$ cat src/rtl/division_dispatcher.sv
// Operand-pair FIFO in front of the fixed-point divider: sequences ld/start one pair at a time and
// returns quotient/overflow, or a local divide-by-zero / timeout result, on a valid/ready port.
module division_dispatcher #(
    parameter int W       = 10,
    parameter int DEPTH   = 2,
    parameter int TIMEOUT = 64
) (
    input  logic         clk_i,
    input  logic         rst_i,
    input  logic         in_valid_i,
    output logic         in_ready_o,
    input  logic [W-1:0] in_a_i,
    input  logic [W-1:0] in_b_i,
    output logic [W-1:0] div_a_o,
    output logic [W-1:0] div_b_o,
    output logic         ld_a_o,
    output logic         ld_b_o,
    output logic         start_o,
    input  logic         div_done_i,
    input  logic [W-1:0] div_q_i,
    input  logic         div_ov_i,
    output logic         res_valid_o,
    input  logic         res_ready_i,
    output logic [W-1:0] res_q_o,
    output logic         res_ov_o,
    output logic         res_dz_o,
    output logic         res_to_o
);
    localparam int PTR_W = $clog2(DEPTH);
    localparam int CNT_W = PTR_W + 1;
    localparam int TMR_W = $clog2(TIMEOUT);

    // state | meaning: IDLE wait for head | LOAD ld strobes | START start strobe | WAIT done or timeout | OUT hold result
    localparam logic [2:0] S_IDLE  = 3'd0;
    localparam logic [2:0] S_LOAD  = 3'd1;
    localparam logic [2:0] S_START = 3'd2;
    localparam logic [2:0] S_WAIT  = 3'd3;
    localparam logic [2:0] S_OUT   = 3'd4;

    logic [W-1:0]     mem_a_q [DEPTH];
    logic [W-1:0]     mem_b_q [DEPTH];
    logic [PTR_W-1:0] wr_ptr_q, rd_ptr_q;
    logic [CNT_W-1:0] cnt_q, cnt_d;
    logic             full_q;
    logic [2:0]       state_q, state_d;
    logic [TMR_W-1:0] tmr_q, tmr_d;
    logic [W-1:0]     res_q_q, res_q_d;
    logic             res_ov_q, res_ov_d;
    logic             res_dz_q, res_dz_d;
    logic             res_to_q, res_to_d;
    logic             push, pop, empty;
    logic [W-1:0]     head_a, head_b;

    assign empty  = (cnt_q == '0);
    assign push   = in_valid_i && !full_q;
    assign pop    = res_valid_o && res_ready_i;
    assign head_a = mem_a_q[rd_ptr_q];
    assign head_b = mem_b_q[rd_ptr_q];
    assign cnt_d  = cnt_q + CNT_W'(push) - CNT_W'(pop);

    assign in_ready_o  = !full_q;
    assign div_a_o     = empty ? '0 : head_a;
    assign div_b_o     = empty ? '0 : head_b;
    assign ld_a_o      = (state_q == S_LOAD);
    assign ld_b_o      = (state_q == S_LOAD);
    assign start_o     = (state_q == S_START);
    assign res_valid_o = (state_q == S_OUT);
    assign res_q_o     = res_q_q;
    assign res_ov_o    = res_ov_q;
    assign res_dz_o    = res_dz_q;
    assign res_to_o    = res_to_q;

    always_comb begin
        state_d  = state_q;
        tmr_d    = tmr_q;
        res_q_d  = res_q_q;
        res_ov_d = res_ov_q;
        res_dz_d = res_dz_q;
        res_to_d = res_to_q;
        case (state_q)
            S_IDLE: begin
                if (!empty) begin
                    if (head_b == '0) begin
                        res_q_d  = '1;
                        res_ov_d = 1'b1;
                        res_dz_d = 1'b1;
                        res_to_d = 1'b0;
                        state_d  = S_OUT;
                    end else begin
                        state_d = S_LOAD;
                    end
                end
            end
            S_LOAD: state_d = S_START;
            S_START: begin
                tmr_d   = TMR_W'(TIMEOUT - 1);
                state_d = S_WAIT;
            end
            S_WAIT: begin
                // div_done takes priority over a timeout expiring in the same cycle
                if (div_done_i) begin
                    res_q_d  = div_q_i;
                    res_ov_d = div_ov_i;
                    res_dz_d = 1'b0;
                    res_to_d = 1'b0;
                    state_d  = S_OUT;
                end else if (tmr_q == '0) begin
                    res_q_d  = '1;
                    res_ov_d = 1'b1;
                    res_dz_d = 1'b0;
                    res_to_d = 1'b1;
                    state_d  = S_OUT;
                end else begin
                    tmr_d = tmr_q - TMR_W'(1);
                end
            end
            S_OUT: begin
                if (res_ready_i) begin
                    res_dz_d = 1'b0;
                    res_to_d = 1'b0;
                    state_d  = S_IDLE;
                end
            end
            default: state_d = S_IDLE;
        endcase
    end

    always_ff @(posedge clk_i) begin
        if (push) begin
            mem_a_q[wr_ptr_q] <= in_a_i;
            mem_b_q[wr_ptr_q] <= in_b_i;
        end
    end

    always_ff @(posedge clk_i) begin
        if (rst_i) begin
            wr_ptr_q <= '0;
            rd_ptr_q <= '0;
            cnt_q    <= '0;
            full_q   <= 1'b0;
            state_q  <= S_IDLE;
            tmr_q    <= '0;
            res_q_q  <= '0;
            res_ov_q <= 1'b0;
            res_dz_q <= 1'b0;
            res_to_q <= 1'b0;
        end else begin
            if (push) wr_ptr_q <= wr_ptr_q + PTR_W'(1);
            if (pop)  rd_ptr_q <= rd_ptr_q + PTR_W'(1);
            cnt_q    <= cnt_d;
            full_q   <= (cnt_d == CNT_W'(DEPTH));
            state_q  <= state_d;
            tmr_q    <= tmr_d;
            res_q_q  <= res_q_d;
            res_ov_q <= res_ov_d;
            res_dz_q <= res_dz_d;
            res_to_q <= res_to_d;
        end
    end
endmodule
$ cat config.mk
export PLATFORM = sky130hd
export DESIGN_NAME = division_dispatcher
export DESIGN_NICKNAME = d
export VERILOG_FILES = /design/src/rtl/division_dispatcher.sv
export SDC_FILE = /design/constraint.sdc
export NUM_CORES = 1
export LEC_CHECK = 0
export ABC_AREA = 1
export ABC_CLOCK_PERIOD_IN_PS = 3600
export CAP_MARGIN = 30
export CORE_MARGIN = 2
export CORE_UTILIZATION = 25
export DETAILED_ROUTE_END_ITERATION = 8
export PLACE_DENSITY = 0.46
export RECOVER_POWER = 25
export SLEW_MARGIN = 25
export SYNTH_ARGS = -nofsm -noshare
export SYNTH_HDL_FRONTEND = slang
export SYNTH_SLANG_ARGS = --single-unit
$ cat constraint.sdc
create_clock -name clk_i -period 3.6 [get_ports clk_i]
set_clock_uncertainty 0.15 [all_clocks]
set_input_delay 0.72 -clock clk_i [delete_from_list [all_inputs] [get_ports clk_i]]
set_output_delay 0.72 -clock clk_i [all_outputs]
set_load 0.01 [all_outputs]
==> flow_summary.json <==
{
  "ff2ff_path_depth": 12,
  "part_of_the_yosys_area_used_for_sequential_elements_pct": 60.04,
  "area_taken_by_flip_flops_and_latches_um2": 1762,
  "post_cts_hold_buffer_count": 0,
  "timing.final.hold_violations": 0,
  "synth_area_per_cell_um2": 9.084,
  "route.detailed.wl_per_inst_um": 11.80,
  "drt.antenna.violating_nets": 0,
  "clock_tree_from_tritoncts": "yes",
  "synth_largest_type_area_fraction_pct": 40.94,
  "ios": 74,
  "pre_cts_slack_ns": 0.8491,
  "whs_endpoint": "res_q_o[0]$_SDFFE_PP0P_",
  "multiInputGateArea_um2": 932.1,
  "worst_slew_pin_tran_ns": 0.5061,
  "synth_top_cells_by_area": "sky130_fd_sc_hd__edfxtp_1 41%, sky130_fd_sc_hd__dfxtp_1 19%, sky130_fd_sc_hd__nand2_1 12%",
  "ctsLongestPathBuffers": 2,
  "synth.yosys.warnings": 0,
  "cp.arrival_ns": 1.98,
  "ctsResizeCount": 0,
  "grt_pass1_vias": 2130,
  "grt_usage_pct": 10.51,
  "cts_htree_levels": 3,
  "p_leak_uw": 0.001632,
  "post-route-drc-count": 0,
  "postRouteWirelength_mm": 6.465,
  "hold_path_startpoint": "res_q_o[0]$_SDFFE_PP0P_",
  "nets": 439,
  "grt-busiest-layer": "met2",
  "core_region_area_um2": 11420,
  "critical_path_fanout_max": 22,
  "route.vias.total": 2284,
  "clk_latency_ns": 0.33,
  "final.fill_count": 1170,
  "grt_util_met2_pct": 16.18,
  "gr-total-overflow": 0,
  "grt_util_met3_pct": 3.672,
  "postCtsSetupBuffers": 0,
  "post_route_cells_drive_above_1_share_pct": 10.37,
  "dominantRegCellSynth": "sky130_fd_sc_hd__edfxtp_1",
  "netlist-cell-type-count": 27,
  "worst_hold_path.num_cells": 2,
  "synth_area_leader_cell": "sky130_fd_sc_hd__edfxtp_1",
  "run_status": "finished clean",
  "fin_setup_tns_ns": 0,
  "floorplan.die_area_um2": 12620,
  "worst_r2r_dst": "state_q[2]$_SDFFE_PP0P_",
  "grt_antenna_before_repair": 0,
  "post_synth_inst_count": 323,
  "die_height_um": 112.3,
  "timing.final.ws_setup_ns": 0.7549,
  "setup_violations": 0,
  "period_needed_ns": 2.845,
  "fmaxAchievable_ghz": 0.3515,
  "clock_transition_time_at_the_flip_flop_clock_pins_of_the_worst_setup_and_hold_paths_ns": 0.06,
  "port-buffer-count": 73,
  "finalCritPeriodShare_pct": 79.03,
  "worst_ep_required_time_ns": 2.73,
  "dp_hpwl_mm": 4.427,
  "cts-buffers-inserted": 9,
  "setup.worst_path.end_class": "output pin",
  "placementRows": 39,
  "clock_sinks": 68,
  "vias_per_cell": 4.168,
  "die_width_um": 112.3,
  "slew-limit-headroom_pct": 66.16,
  "power_per_unit_of_standard_cell_area_nw_per_um2": 613.5,
  "hp-class": "register to register",
  "maximum_number_of_pins_on_one_net_before_global_route_repair": 23,
  "unrepaired_setup_endpoints_after_global_routing": "no",
  "share_of_async_settable_or_async_resettable_flops_after_synthesis_pct": 0,
  "syn-num-nets": 362,
  "start_kind": "register",
  "num_antenna_cells": 0,
  "criticalPathCategory": "register to output pin",
  "clockRootBuffer": "sky130_fd_sc_hd__clkbuf_16",
  "maxCapViolCount": 0,
  "gp_congestion": 0.7738,
  "grt_first_pass_wirelength_mm": 10.40,
  "ffs_latches_synth": 68,
  "area_growth_syn_to_layout_pct": 40.64,
  "detailedRoute.firstPassIterationCount": 4,
  "number_of_enable_flip_flop_cells_after_synthesis": 40,
  "r2r_setup_slack_ns": 1.42,
  "global_route.usage.met1_pct": 13.60,
  "mappedNetlistArea_um2": 2934,
  "dr.first_iter.drc_count": 65,
  "start_util_pct": 25.70,
  "slew_violations": 0,
  "irDropWorstVdd_v": 0.0002153
}
## through the flow
step	std cells	cell area (um^2)	hold slack [ns]	total power, uW	utilization (%)
after floorplan	323	2934	0.2755	1389	-
after global placement	532	3821	0.2889	1663	33.46
after detailed placement	532	3821	0.2984	1667	33.46
after CTS	548	4126	0.3074	2576	36.14
after global routing	548	4126	0.3237	2685	36.14
final	548	4126	0.3027	2532	36.14
## logic make-up after synthesis
| logic type | synth area share [%] |
|---|---|
| buffers and inverters | 8.444 |
| AND/OR/NAND/NOR | 19.92 |
| XOR/XNOR | 1.194 |
| adder cells (fa/ha/maj) | 1.279 |
| AO/OA/AOI/OAI | 9.126 |
| flip-flops | 60.04 |
## cells in the mapped netlist, types with 3 or more instances
cell	instances
sky130_fd_sc_hd__a21oi_1	23
sky130_fd_sc_hd__a21oi_2	9
sky130_fd_sc_hd__clkbuf_1	7
sky130_fd_sc_hd__dfxtp_1	28
sky130_fd_sc_hd__edfxtp_1	40
sky130_fd_sc_hd__ha_1	3
sky130_fd_sc_hd__inv_1	48
sky130_fd_sc_hd__nand2_1	91
sky130_fd_sc_hd__nand3_1	8
sky130_fd_sc_hd__nor2_1	35
sky130_fd_sc_hd__nor3_1	4
sky130_fd_sc_hd__o21ai_0	5
## layer usage
metal  routed length, um  vias up
met4                  97        0
met2                2827       66
li1                    -     1180
met3                 433       10
met5                   0        -
met1                3107     1028
## worst max-delay path, cell delays in order, from the launching register on
cell	delay, ns
sky130_fd_sc_hd__dfxtp_1	0.29
sky130_fd_sc_hd__buf_4	0.21
sky130_fd_sc_hd__inv_2	0.30
sky130_fd_sc_hd__nand2_1	0.12
sky130_fd_sc_hd__a21oi_1	0.16
sky130_fd_sc_hd__clkdlybuf4s50_1	0.56
## power by group
part	leakage, uW	total [uW]	switching, uW	internal (uW)
clock	0.000143	891	346	545
combinational	0.000886	671	378	293
sequential	0.000603	970	45.6	924
## flip-flops by register name, indices dropped and copies added, names as in the netlist, named ones only
signal / count
cnt_q: 2
full_q: 1
mem_a_q: 20
mem_b_q: 20
rd_ptr_q: 1
res_dz_o: 1
res_ov_o: 1
res_q_o: 10
res_to_o: 1
state_q: 3
tmr_q: 6
wr_ptr_q: 1
## cells in the final DEF (no fill, tap or decap)
cell type and instances:
sky130_fd_sc_hd__nand2_1 91, sky130_fd_sc_hd__clkdlybuf4s50_1 55, sky130_fd_sc_hd__inv_1 48, sky130_fd_sc_hd__edfxtp_1 40, sky130_fd_sc_hd__nor2_1 32, sky130_fd_sc_hd__dfxtp_1 28, sky130_fd_sc_hd__a21oi_1 23, sky130_fd_sc_hd__dlygate4sd3_1 18
sky130_fd_sc_hd__a21oi_2 9, sky130_fd_sc_hd__clkbuf_16 9, sky130_fd_sc_hd__nand3_1 8, sky130_fd_sc_hd__o21ai_0 5, sky130_fd_sc_hd__nor3_1 4, sky130_fd_sc_hd__nor2_2 4, sky130_fd_sc_hd__inv_6 4, sky130_fd_sc_hd__buf_4 4
sky130_fd_sc_hd__ha_1 3, sky130_fd_sc_hd__inv_2 2, sky130_fd_sc_hd__o21ai_2 2, sky130_fd_sc_hd__nand2_2 2, sky130_fd_sc_hd__nand4_1 2, sky130_fd_sc_hd__xor2_1 2, sky130_fd_sc_hd__xnor2_1 2, sky130_fd_sc_hd__clkinvlp_4 2
sky130_fd_sc_hd__nor3_2 1, sky130_fd_sc_hd__nand3_2 1, sky130_fd_sc_hd__a31oi_1 1, sky130_fd_sc_hd__a311oi_1 1, sky130_fd_sc_hd__a21oi_4 1, sky130_fd_sc_hd__bufinv_16 1
## worst max-delay path by stage
stage               start                 endpoint  slack [ns]
3_5_place_dp   div_done_i  state_q[2]$_SDFFE_PP0P_        0.85
5_1_grt          register               div_b_o[4]        0.61
6_report         register               div_b_o[4]        0.75
4_1_cts          register               div_b_o[4]        0.72
2_1_floorplan  in_valid_i  mem_a_q[1][0]$_DFFE_PP_        1.36
3_3_place_gp   div_done_i  state_q[2]$_SDFFE_PP0P_        0.91
## layout make-up
class | count | area share [%]
clock inverters | 7 | 1.941
well taps | 143 | 4.336
multi-input cells | 194 | 22.59
inverters | 50 | 4.548
flip-flops and latches | 68 | 42.69
clock buffers | 9 | 5.458
repair buffers | 77 | 18.44
Power figures use the tool's default switching activity.
